`src/rtl/sb_trig_multi.sv`:
```
// sb_trig_multi: N-channel single-bin threshold trigger with consecutive-bin, widening,
// multiplicity and required-channel qualification. Define SB_TRIG_HOLDOFF_EN for hold-off.
module sb_trig_multi #(
  parameter int unsigned NCH           = 4,
  parameter int unsigned ADC_WIDTH     = 12,
  parameter int unsigned CONSEC_MAX    = 7,
  parameter int unsigned OVLP_MAX      = 15,
  parameter int unsigned DELAY_MAX     = 15,
  parameter int unsigned HOLDOFF_WIDTH = 16,
  localparam int unsigned DW = $clog2(DELAY_MAX + 1),
  localparam int unsigned MW = $clog2(NCH + 1),
  localparam int unsigned CW = $clog2(CONSEC_MAX + 1),
  localparam int unsigned OW = $clog2(OVLP_MAX + 1)
) (
  input  logic                     CLK120,
  input  logic                     RESET_N,
  input  logic [NCH*ADC_WIDTH-1:0] ADC,
  input  logic [NCH*ADC_WIDTH-1:0] THRES,
  input  logic [NCH-1:0]           CH_ENAB,
  input  logic [NCH*DW-1:0]        CH_DELAY,
  input  logic [CW-1:0]            CONSEC_BINS,
  input  logic [OW-1:0]            COINC_OVLP,
  input  logic [MW-1:0]            MULTIPLICITY,
  input  logic [NCH-1:0]           REQ_MASK,
  input  logic [HOLDOFF_WIDTH-1:0] HOLDOFF,
  output logic                     TRIG,
  output logic [NCH-1:0]           TRIG_PATTERN,
  output logic [31:0]              TRIG_COUNT
);

  localparam logic [DW-1:0] DelayMaxC  = DW'(DELAY_MAX);
  localparam logic [CW-1:0] ConsecMaxC = CW'(CONSEC_MAX);
  localparam logic [OW-1:0] OvlpMaxC   = OW'(OVLP_MAX);

  // Stage 1: input and configuration registers
  logic [ADC_WIDTH-1:0] adc_q   [NCH];
  logic [ADC_WIDTH-1:0] thres_q [NCH];
  logic [DW-1:0]        delay_q [NCH];
  logic [NCH-1:0]       en_q;
  logic [NCH-1:0]       req_q;
  logic [MW-1:0]        mult_q;
  logic [CW-1:0]        consec_q;
  logic [OW-1:0]        ovlp_q;

  // Channel pipeline state
  logic [ADC_WIDTH-1:0] dline_q [NCH][DELAY_MAX];
  logic [ADC_WIDTH-1:0] sel_q   [NCH];
  logic [CONSEC_MAX:0]  hist_q  [NCH];
  logic [OW-1:0]        wcnt_q  [NCH];
  logic [NCH-1:0]       ok_q;
  logic [NCH-1:0]       ok_prev_q;
  logic [NCH-1:0]       edge_q;
  logic [NCH-1:0]       wide_q;

  // Coincidence and trigger state
  logic                 coinc_q;
  logic [NCH-1:0]       pat_q;
  logic                 trig_q;
  logic [NCH-1:0]       trig_pattern_q;
  logic [31:0]          trig_count_q;

  // Clamped configuration; the clamp is elided when the field cannot exceed its maximum.
  logic [CW-1:0] consec_eff;
  logic [OW-1:0] ovlp_eff;
  logic [DW-1:0] delay_eff [NCH];

  if (CONSEC_MAX < (1 << CW) - 1) begin : g_consec_clamp
    assign consec_eff = (consec_q > ConsecMaxC) ? ConsecMaxC : consec_q;
  end else begin : g_consec_pass
    assign consec_eff = consec_q;
  end

  if (OVLP_MAX < (1 << OW) - 1) begin : g_ovlp_clamp
    assign ovlp_eff = (ovlp_q > OvlpMaxC) ? OvlpMaxC : ovlp_q;
  end else begin : g_ovlp_pass
    assign ovlp_eff = ovlp_q;
  end

  for (genvar g = 0; g < NCH; g++) begin : g_delay
    if (DELAY_MAX < (1 << DW) - 1) begin : g_clamp
      assign delay_eff[g] = (delay_q[g] > DelayMaxC) ? DelayMaxC : delay_q[g];
    end else begin : g_pass
      assign delay_eff[g] = delay_q[g];
    end
  end

  // Tap select, threshold compare and consecutive-bin qualification
  logic [ADC_WIDTH-1:0] sel_d [NCH];
  logic [NCH-1:0]       above;
  logic [NCH-1:0]       ok_d;
  logic [CONSEC_MAX:0]  consec_mask;

  always_comb begin
    consec_mask = '0;
    above       = '0;
    ok_d        = '0;
    for (int j = 0; j <= CONSEC_MAX; j++) begin
      consec_mask[j] = (CW'(j) <= consec_eff);
    end
    for (int i = 0; i < NCH; i++) begin
      sel_d[i] = adc_q[i];
      for (int j = 0; j < DELAY_MAX; j++) begin
        if (delay_eff[i] == DW'(j + 1)) sel_d[i] = dline_q[i][j];
      end
      above[i] = sel_q[i] > thres_q[i];
      // Unused history bits beyond the requested run length are masked to one.
      ok_d[i]  = en_q[i] & (&(hist_q[i] | ~consec_mask));
    end
  end

  // Multiplicity over non-required channels plus all-required check
  logic [MW-1:0] pop;
  logic          coinc_d;
  logic          trig_d;

  always_comb begin
    pop = '0;
    for (int i = 0; i < NCH; i++) begin
      pop = pop + MW'(wide_q[i] & en_q[i] & ~req_q[i]);
    end
    coinc_d = (mult_q != '0) && (pop >= mult_q) && (&(wide_q | ~(req_q & en_q)));
  end

`ifdef SB_TRIG_HOLDOFF_EN
  logic [HOLDOFF_WIDTH-1:0] holdoff_q;
  logic [HOLDOFF_WIDTH-1:0] hold_q;

  always_comb begin
    trig_d = coinc_q & ~trig_q & (hold_q == '0);
  end

  always_ff @(posedge CLK120 or negedge RESET_N) begin
    if (!RESET_N) begin
      holdoff_q <= '0;
      hold_q    <= '0;
    end else begin
      holdoff_q <= HOLDOFF;
      if (trig_d) begin
        hold_q <= holdoff_q;
      end else if (hold_q != '0) begin
        hold_q <= hold_q - HOLDOFF_WIDTH'(1);
      end
    end
  end
`else
  logic holdoff_unused;
  assign holdoff_unused = ^HOLDOFF;

  always_comb begin
    trig_d = coinc_q & ~trig_q;
  end
`endif

  always_ff @(posedge CLK120 or negedge RESET_N) begin
    if (!RESET_N) begin
      for (int i = 0; i < NCH; i++) begin
        adc_q[i]   <= '0;
        thres_q[i] <= '0;
        delay_q[i] <= '0;
        sel_q[i]   <= '0;
        hist_q[i]  <= '0;
        wcnt_q[i]  <= '0;
        for (int j = 0; j < DELAY_MAX; j++) dline_q[i][j] <= '0;
      end
      en_q      <= '0;
      req_q     <= '0;
      mult_q    <= '0;
      consec_q  <= '0;
      ovlp_q    <= '0;
      ok_q      <= '0;
      ok_prev_q <= '0;
      edge_q    <= '0;
      wide_q    <= '0;
    end else begin
      en_q     <= CH_ENAB;
      req_q    <= REQ_MASK;
      mult_q   <= MULTIPLICITY;
      consec_q <= CONSEC_BINS;
      ovlp_q   <= COINC_OVLP;
      for (int i = 0; i < NCH; i++) begin
        adc_q[i]      <= ADC[i*ADC_WIDTH +: ADC_WIDTH];
        thres_q[i]    <= THRES[i*ADC_WIDTH +: ADC_WIDTH];
        delay_q[i]    <= CH_DELAY[i*DW +: DW];
        dline_q[i][0] <= adc_q[i];
        for (int j = 1; j < DELAY_MAX; j++) dline_q[i][j] <= dline_q[i][j-1];
        sel_q[i]  <= sel_d[i];
        hist_q[i] <= {hist_q[i][CONSEC_MAX-1:0], above[i]};
        // A fresh edge reloads the window, so a retrigger extends it.
        if (edge_q[i]) begin
          wcnt_q[i] <= ovlp_eff;
          wide_q[i] <= 1'b1;
        end else if (wcnt_q[i] != '0) begin
          wcnt_q[i] <= wcnt_q[i] - OW'(1);
          wide_q[i] <= 1'b1;
        end else begin
          wide_q[i] <= 1'b0;
        end
      end
      ok_q      <= ok_d;
      ok_prev_q <= ok_q;
      edge_q    <= ok_q & ~ok_prev_q;
    end
  end

  always_ff @(posedge CLK120 or negedge RESET_N) begin
    if (!RESET_N) begin
      coinc_q        <= 1'b0;
      pat_q          <= '0;
      trig_q         <= 1'b0;
      trig_pattern_q <= '0;
      trig_count_q   <= '0;
    end else begin
      coinc_q <= coinc_d;
      pat_q   <= wide_q & en_q;
      trig_q  <= trig_d;
      if (trig_d) begin
        trig_pattern_q <= pat_q;
        trig_count_q   <= trig_count_q + 32'd1;
      end
    end
  end

  assign TRIG         = trig_q;
  assign TRIG_PATTERN = trig_pattern_q;
  assign TRIG_COUNT   = trig_count_q;

endmodule

```
`config.mk`:
```
export PLATFORM = sky130hd
export DESIGN_NAME = sb_trig_multi
export DESIGN_NICKNAME = d
export VERILOG_FILES = /design/src/rtl/sb_trig_multi.sv
export SDC_FILE = /design/constraint.sdc
export NUM_CORES = 1
export LEC_CHECK = 0
export BUFFER_PORTS_ARGS = -buffer_cell sky130_fd_sc_hd__buf_2
export CAP_MARGIN = 15
export CORE_MARGIN = 2
export CORE_UTILIZATION = 30
export DETAILED_ROUTE_END_ITERATION = 8
export PLACE_DENSITY = 0.57
export SLEW_MARGIN = 10
export SYNTH_ARGS = -nofsm -noshare
export SYNTH_HDL_FRONTEND = slang
export SYNTH_SLANG_ARGS = --single-unit
```
`constraint.sdc`:
```
create_clock -name CLK120 -period 3.1 [get_ports CLK120]
set_clock_uncertainty 0.15 [all_clocks]
set_input_delay 0.465 -clock CLK120 [delete_from_list [all_inputs] [get_ports CLK120]]
set_output_delay 0.465 -clock CLK120 [all_outputs]
set_load 0.02 [all_outputs]
```
Word-level counts from Yosys, hierarchy flattened

Cells that the tools add are included.

Output and inout bits: 37
Bits of input ports: 148
Register bits after elaboration: 1004
Logic and storage cells: 300

$lt $le $gt $ge: 13
Bitwise gates (word level): 29
Reductions and logical operators: 16
Equality and inequality tests: 60
Add/sub/neg operators: 8
Mux-type cells: 76

Operators by type and width:

| cell                                                                  | count |
|---|---|
| 12-bit 2-to-1 mux                                                     | 60 |
| 4-bit equality test, second input constant                            | 32 |
| 4-bit by 3-bit equality test with 1-bit output, second input constant | 16 |
| 12-bit > comparator                                                   | 4 |
| 32-bit by 1-bit adder with 32-bit output, second input constant       | 1 |
| 4-bit by 2-bit equality test with 1-bit output, second input constant | 8 |
| 4-bit 2-to-1 mux                                                      | 8 |
| 8-bit OR                                                              | 4 |
| 8-bit AND reduction                                                   | 4 |
| 4-bit by 1-bit equality test with 1-bit output, second input constant | 4 |
| 4-bit nonzero test                                                    | 4 |
| 4-bit by 1-bit subtractor with 4-bit output, second input constant    | 4 |
| 1-bit by 3-bit AND with 3-bit output                                  | 4 |
| 4-bit AND                                                             | 3 |
| 3-bit <= comparator, first input constant                             | 4 |
| 1-bit inverter with 3-bit output                                      | 4 |
| 3-bit adder                                                           | 3 |
| 1-bit AND                                                             | 9 |
| 1-bit 2-to-1 mux                                                      | 8 |
| 4-bit inverter                                                        | 2 |
| 8-bit inverter                                                        | 1 |
| 2-bit nonzero test                                                    | 4 |
| 1-bit by 3-bit <= comparator with 1-bit output, first input constant  | 2 |
| 2-bit by 3-bit <= comparator with 1-bit output, first input constant  | 2 |
| 6 further kinds                                                       | 7 |

Longest topological paths before layout

Gate-level depths: netlist of the first run.

Depth in word-level cells: 16
Depth in mapped cells: 11
Gate-level depth less buffers: 11

Worst setup path before layout of the first run

OpenSTA, ideal clock, no wires.

Path kind: reg2reg
Start point: reg en_q[0]
End point: reg coinc_q
Period minus slack after synthesis: 2417 ps
Stages on the path, launching flop included: 11
Setup time: 99 ps
Path slack: 683 ps
Arrival: 2168 ps
Cells stage by stage: dfrtp_1 -> and2_1 -> nand2b_1 -> fa_1 -> inv_1 -> ha_1 -> ha_1 -> ha_1 -> a21o_1 -> a21oi_1 -> a311oi_1

Cells in the longest elaborated chain, start to end: 8
Elaborated cells on any way between the ends: 12
Classes of those cells: 3 x add/sub; 1 x order compare; 5 x bitwise; 3 x reduce/logical

Ends and longest elaborated chain:

| element                              | RTL line | source |
|---|---|---|
| from (decl)                          | 39       | `logic [NCH-1:0] en_q;` |
| from (signal assigned)               | 165      | `en_q <= '0;` |
| from (signal assigned)               | 175      | `en_q <= CH_ENAB;` |
| 1-bit AND                            | 119      | `pop = pop + MW'(wide_q[i] & en_q[i] & ~req_q[i]);` |
| 1-bit by 3-bit AND with 3-bit output | 119      |  |
| 3-bit adder (3 in a row)             | 119      |  |
| 3-bit >= comparator                  | 121      | `coinc_d = (mult_q != '0) && (pop >= mult_q) && (&(wide_q \| ~(req_q & en_q)));` |
| 1-bit logical AND                    | 121      |  |
| 1-bit logical AND (*)                | 121      |  |
| named net coinc_d                    | 113      | `logic coinc_d;` |
| to (signal assigned)                 | 213      | `coinc_q <= coinc_d;` |
| to (decl)                            | 56       | `logic coinc_q;` |

The timed path passes the listed nets; every way through them passes the cells marked *.
A chain may end at the register's enable or synchronous reset.

Final worst setup path of the first run

Start point: reg en_q[3]
End point: reg coinc_q

Cells in the longest elaborated chain, start to end: 6
Elaborated cells on any way between the ends: 10
Classes of those cells: 1 x add/sub; 1 x order compare; 5 x bitwise; 3 x reduce/logical

Ends and longest elaborated chain:

| element                              | RTL line |
|---|---|
| 1-bit AND                            | 119 |
| 1-bit by 3-bit AND with 3-bit output | 119 |
| 3-bit adder                          | 119 |
| 3-bit >= comparator                  | 121 |
| 1-bit logical AND                    | 121 |
| 1-bit logical AND (*)                | 121 |
| named net coinc_d                    | 113 |

Marks and branches as above.

==> metrics.yaml, run 1 <==
sta:
  setup_viol: 0
  tightestPinTransition_ns: 0.9257
  max_freq_ghz: 0.3751
  final-max-slew-violation-count: 0
  rsz0062_at_grt: "no"
  hold_viol_final: 0
  timing.setup.tns_ns: 0
  slew_headroom_pct: 38.16
  post-route-period-util_pct: 86.01
  setup_slack_ns: 0.4338
  min_period_ns: 2.666
cts:
  htreeDepth: 3
  cts_tree: "built"
  clk_latency_ns: 0.72
  clk_path_buf_depth: 3
  root_buffer: "clkbuf_16"
  cts.sinks: 1004
  cts_buffers: 108
  ctsResizeCount: 0
  path_clk_slew_ns: 0.06
final_layout:
  drive_above_1_share_pct: 17.50
  final_nets: 3508
  syn_to_final_growth_pct: 21.86
  postLayoutCellArea_um2: 46100
yosys:
  synth_warnings: 0
  synthTopCellsByCount: "dfrtp_1 (1,004), a21oi_1 (184), o21ai_0 (160), nor2_1 (132), nand2_1 (129)"
  yosysUniqueCellTypes: 92
  ys_seq_area_share_pct: 66.42
  syn_inst: 2920
  yosys.area.top_type: "dfrtp_1"
  async_flop_share_pct: 100.0
  yosys-top-cells-area: "dfrtp_1 (66%), a21oi_1 (2.4%), o21ai_0 (2.1%)"
  synth_edf_count: 0
  synth.avg_cell_area_um2: 12.96
  synth_top_flop_cell: "dfrtp_1"
  synthMostInstantiatedCell: "dfrtp_1"
  synth_area_um2: 37830
  ys_seq_elements: 1004
  synth_nets: 3131
  netlist.area_leader.share_pct: 66.42
die:
  die_w_um: 359.1
  dieHeight_um: 359.1
  fp.coreArea_um2: 125400
  initial_core_util_pct: 30.16
  design.portCount: 185
  die_area_um2: 129000
  rows: 130
detailed_routing:
  wire_per_inst_um: 18.61
  ant_nets: 0
  dr.pass1.iters: 6
  initialDrtViolationCount: 2004
  vias_per_cell: 4.898
  vias: 24650
  drt_wl_total_mm: 93.68
  route.detailed.drc: 0
pwr:
  ir_drop_v: 0.0003854
  total_power_mw: 30.72
  p_leak_nw: 20.13
  cellPowerDensity_nw_per_um2: 666.4
critical_path:
  crit_arrival_ns: 3.09
  end_kind: "flip-flop"
  path_buf_inv: 1
  cp-start-kind: "flip-flop"
  cp_max_fo: 3
  critPathSlowestCell: "fa_1"
  worstPathRequired_ns: 3.53
  critPathTopFamily: "adder cells"
  crit_top_cell: "ha_1"
  worstSetupPathType: "reg2reg"
  max_stage_delay_ns: 0.48
  cp_cell_sequence: "and2_1 -> nand2b_1 -> fa_1 -> inv_1 -> ha_1 -> ha_1 -> ha_1 -> a21o_1 -> a21oi_1 -> a311oi_1"
global_routing:
  grt_max_degree: 74
  antenna_found_initial: 8
  grt_pass1_vias: 25760
  grt_first_pass_wirelength_mm: 150.6
  grtUsageTotal_pct: 14.60
  grt_overflow: 0
placement:
  place_area_um2: 41280
  io_buffers: 168
  finalWeightedCongestion: 0.8087
  dp_worst_setup_slack_ns: 0.4392
  dp_hpwl_mm: 62.19
flow_run:
  maxCapViolations: 0
min_path:
  hold_path_class: "reg2reg"
status:
  outcome: "completed"
==> kinds of logic (layout without fill, tap and decap cells) <==
family	count (synthesis)	count (layout)	share of synthesized area (%)
DFF	1004	1004	66.42
AOI/OAI and AO/OA	812	812	14.41
and+or+nand+nor	577	577	7.971
buffers and inverters	273	735	3.238
muxes	149	149	4.875
adders and majority gates	66	66	2.183
xor gates and xnor gates	39	39	0.9030
other	0	1	0
==> through the flow <==
step	util (%)	std cells	hold WS [ns]
2_1_floorplan	-	2920	0.01941
3_3_place_gp	32.92	4706	0.1986
3_5_place_dp	32.92	4706	0.2008
4_1_cts	36.76	5032	0.1743
5_1_grt	36.76	5032	0.2029
6_report	36.76	5033	0.2054
==> path summary, 6_finish.rpt <==
kind                              start            end  slack, ns  depth (start not counted)
setup / recovery                en_q[3]        coinc_q       0.43                         10
hold / removal             dline_q[346]   dline_q[334]       0.21                          0
setup reg to reg                en_q[3]        coinc_q       0.43                         10
hold reg to reg            dline_q[346]   dline_q[334]       0.21                          0
max in group asynchronous       RESET_N   delay_eff[9]       1.59                          3
min in group asynchronous       RESET_N  TRIG_COUNT[7]       0.25                          2
==> layout by cell type, fill, tap and decap left out, types with 22 or more instances in the layout <==
cell and n:
a21o_1 28, xnor2_1 33, a22oi_1 58, o22ai_1 60, nand2b_1 50, mux2_2 52
o221ai_1 25, nor2b_1 64, inv_1 98, buf_4 114, clkinv_2 23, nand3_1 38
buf_2 167, o21ai_0 160, mux4_2 23, a211oi_1 49, a31oi_1 22, mux2i_1 74
clkbuf_1 23, clkbuf_8 22, nor3_1 34, nor2_1 132, dfrtp_1 994, nand2_1 129
nand4_1 25, clkbuf_16 110, a21oi_1 184, dlygate4sd3_1 131, ha_1 62, buf_12 25
==> flip-flops by register name (all words and copies together) (netlist names), 16 cells and up <==
| signal | cells |
|---|---|
| thres_q | 48 |
| delay_eff | 16 |
| hist_q | 32 |
| dline_q | 720 |
| adc_q | 48 |
| wcnt_q | 16 |
| sel_q | 48 |
| TRIG_COUNT | 32 |
==> layer usage <==
layer  up-vias  GRT usage [%]  part of all wire, %  wire (um)
met2       561          21.99                   45      41850
met1     12530          21.09                   48      44780
li1      11410              -                    -          -
met4         4          5.096                  2.6       2407
met5         -              0                0.023         22
met3       147          2.625                  4.9       4622
==> report_power, final <==
part	leakage [nW]	internal, mW	switching, mW
sequential	11.8	14.1	0.709
clock	1.74	7.37	5.30
combinational	6.58	1.46	1.78
total	20.1	22.9	7.79
==> what timing repair did <==
item / in CTS / in global routing
setup buffers: 0 / 0
hold endpoints to repair: 170 / 0
endpoints found under the setup margin: 0 / 0
hold buffers: 131 / 0
==> final cells by class <==
cell class / instances / area (um2)
diodes: 1 / 2.502
clock buffers: 155 / 3142
clock inverters: 40 / 364.1
fillers: 12020 / 79310
inverters: 102 / 382.9
multi-input cells: 1643 / 11480
flip-flops and latches: 1004 / 25140
well taps: 1650 / 2064
repair buffers: 438 / 3518
No activity file was read; power rests on OpenSTA's default activity.
==> run 2, diff against run 1 <==
Settings changed: BUFFER_PORTS_ARGS -buffer_cell sky130_fd_sc_hd__buf_2 to not set, DONT_BUFFER_PORTS set to 1, PLACE_DENSITY 0.57 to 0.56.
==> run 2 against run 1 <==
  * The flow now finishes with violations (hold timing)
  * Register-to-register slack lost 0.02 ns
  * Global-route usage shrank 0.42 points
  * Non-clock buffer count decreased by 202
  * Critical path depth shrank 5
  * Final area shrank 2.3%
  * Clock-buffer cell count rose by 4
  * Sequential power about the same
  * First-iteration DRC count fell by 16%
  * Via count decreased by 3.1%
  * Critical path type unchanged
==> metrics.yaml, run 2 (same netlist as run 1, synthesis figures left out) <==
detailed_routing:
  wire_per_inst_um: 18.77
  route.detailed.drc: 0
  vias_per_cell: 4.942
  vias: 23890
  dr.pass1.iters: 8
  ant_nets: 0
  initialDrtViolationCount: 1688
  drt_wl_total_mm: 90.73
status:
  failed_checks: "hold timing"
  outcome: "complete, but fails checks"
critical_path:
  crit_arrival_ns: 3.06
  r2r_slack_ns: 0.41
  reg2reg_depth: 5
  end_kind: "flip-flop"
  critPathTopFamily: "compound AO/OA/AOI/OAI gates"
  path_buf_inv: 0
  timing.rr.start: "delay_eff[6]"
  cp-start-kind: "flip-flop"
  rr_endpoint: "sel_q[23]"
  worstSetupPathType: "reg2reg"
  max_stage_delay_ns: 0.78
  cp_cell_sequence: "nor2b_1 -> a31oi_1 -> o22ai_1 -> a221oi_1 -> o21ai_0"
  worstPathRequired_ns: 3.47
  cp_max_fo: 36
  critPathSlowestCell: "dfrtp_2"
die:
  initial_core_util_pct: 30.16
  fp.coreArea_um2: 125400
  design.portCount: 185
  die_w_um: 359.1
  dieHeight_um: 359.1
  rows: 130
  die_area_um2: 129000
sta:
  timing.setup.tns_ns: 0
  final-max-slew-violation-count: 0
  slew_headroom_pct: 26.76
  tightestPinTransition_ns: 1.099
  min_period_ns: 2.689
  holdWs_ns: -0.6693
  setup_viol: 0
  post-route-period-util_pct: 86.75
  rsz0062_at_grt: "no"
  hold_viol_final: 357
  max_freq_ghz: 0.3718
final_layout:
  multiInputGateArea_um2: 11480
  final_common_cell: "dfrtp_1"
  fillers: 12010
  top_register: "dline_q"
  finalNonFillerCells: 4833
  final_cell_mix: "dfrtp_1 (994), a21oi_1 (184), o21ai_0 (160)"
  largest_register_ffs: 720
  seqCellArea_um2: 25140
  syn_to_final_growth_pct: 19.07
  final_nets: 3306
  drive_above_1_share_pct: 12.20
pwr:
  cellPowerDensity_nw_per_um2: 690.9
  ir_drop_v: 0.0004831
  switchingPower_mw: 7.739
  p_seq_share_pct: 47.9
  swShare_pct: 24.87
  clkPwrFrac_pct: 42.8
  p_int_mw: 23.38
  p_leak_nw: 19.28
  pwr-share-comb_pct: 9.3
global_routing:
  grtUsageTotal_pct: 14.18
  grt_pass1_vias: 24820
  grt_max_degree: 1005
  antenna_found_initial: 11
  grt_first_pass_wirelength_mm: 146.2
  grt_overflow: 0
cts:
  ctsResizeCount: 0
  root_buffer: "clkbuf_16"
  cts.sinks: 1004
  cts_tree: "built"
  clk_path_buf_depth: 3
  clk_latency_ns: 0.72
  path_clk_slew_ns: 0.06
  cts_buffers: 108
  htreeDepth: 3
min_path:
  hold_path_class: "in2async"
placement:
  finalWeightedCongestion: 0.8006
  io_buffers: 0
  dp_hpwl_mm: 57.82
  placed_cells: 4499
flow_run:
  maxCapViolations: 0
[run 2: timing repair]
item | in CTS | in global routing
endpoints found under the hold margin | 1134 | 365
hold buffers | 130 | 2
setup buffers | 0 | 0
[run 2: metrics by stage]
step	hold slack [ns]	power, mW	utilization (%)	instance area (um2)	setup WS, ns
after floorplan	0.01941	16.79	-	37830	0.6829
after global placement	0.07630	17.62	31.81	39900	0.5213
after detailed placement	0.08407	17.67	31.81	39900	0.5092
after CTS	-0.6844	31.37	35.81	44910	0.4818
after global routing	-0.7378	32.65	35.92	45040	0.2683
final	-0.6693	31.12	35.92	45040	0.4106
[run 2: per-layer routing]
| layer | global-route usage, % | part of all wire [%] |
|---|---|---|
| met1 | 20.28 | 47 |
| met2 | 20.69 | 44 |
| met3 | 3.922 | 6.2 |
| met4 | 4.641 | 2.7 |
| met5 | 0 | 0.11 |
[run 2: worst max path at each step]
| stage | start | end | slack [ns] | cells past startpoint |
|---|---|---|---|---|
| detailed placement | en_q[0] | coinc_q | 0.51 | 10 |
| global route | delay_eff[6] | sel_q[23] | 0.27 | 5 |
| finish | delay_eff[6] | sel_q[23] | 0.41 | 5 |
| global placement | delay_eff[6] | sel_q[16] | 0.52 | 6 |
| CTS | en_q[1] | coinc_q | 0.48 | 10 |
| floorplan | en_q[0] | coinc_q | 0.68 | 10 |
[run 2: power groups by stage]
stage / registers, mW / clock network, mW / logic [mW]
after floorplan: 14.8 / 0 / 1.98
after global placement: 15.1 / 0 / 2.48
after detailed placement: 15.1 / 0 / 2.52
after CTS: 14.9 / 13.8 / 2.68
after global routing: 15.0 / 14.3 / 3.27
final: 14.9 / 13.3 / 2.88
[run 2: final cells by class]
cell class / instances / share of cell area, %
Timing Repair Buffer: 236 / 5.011
Clock inverter: 37 / 1.236
Antenna cell: 2 / 0.01111
Sequential cell: 1004 / 55.82
Clock buffer: 159 / 7.003
Tap cell: 1650 / 4.583
Inverter: 102 / 0.8500
Multi-Input combinational cell: 1643 / 25.49
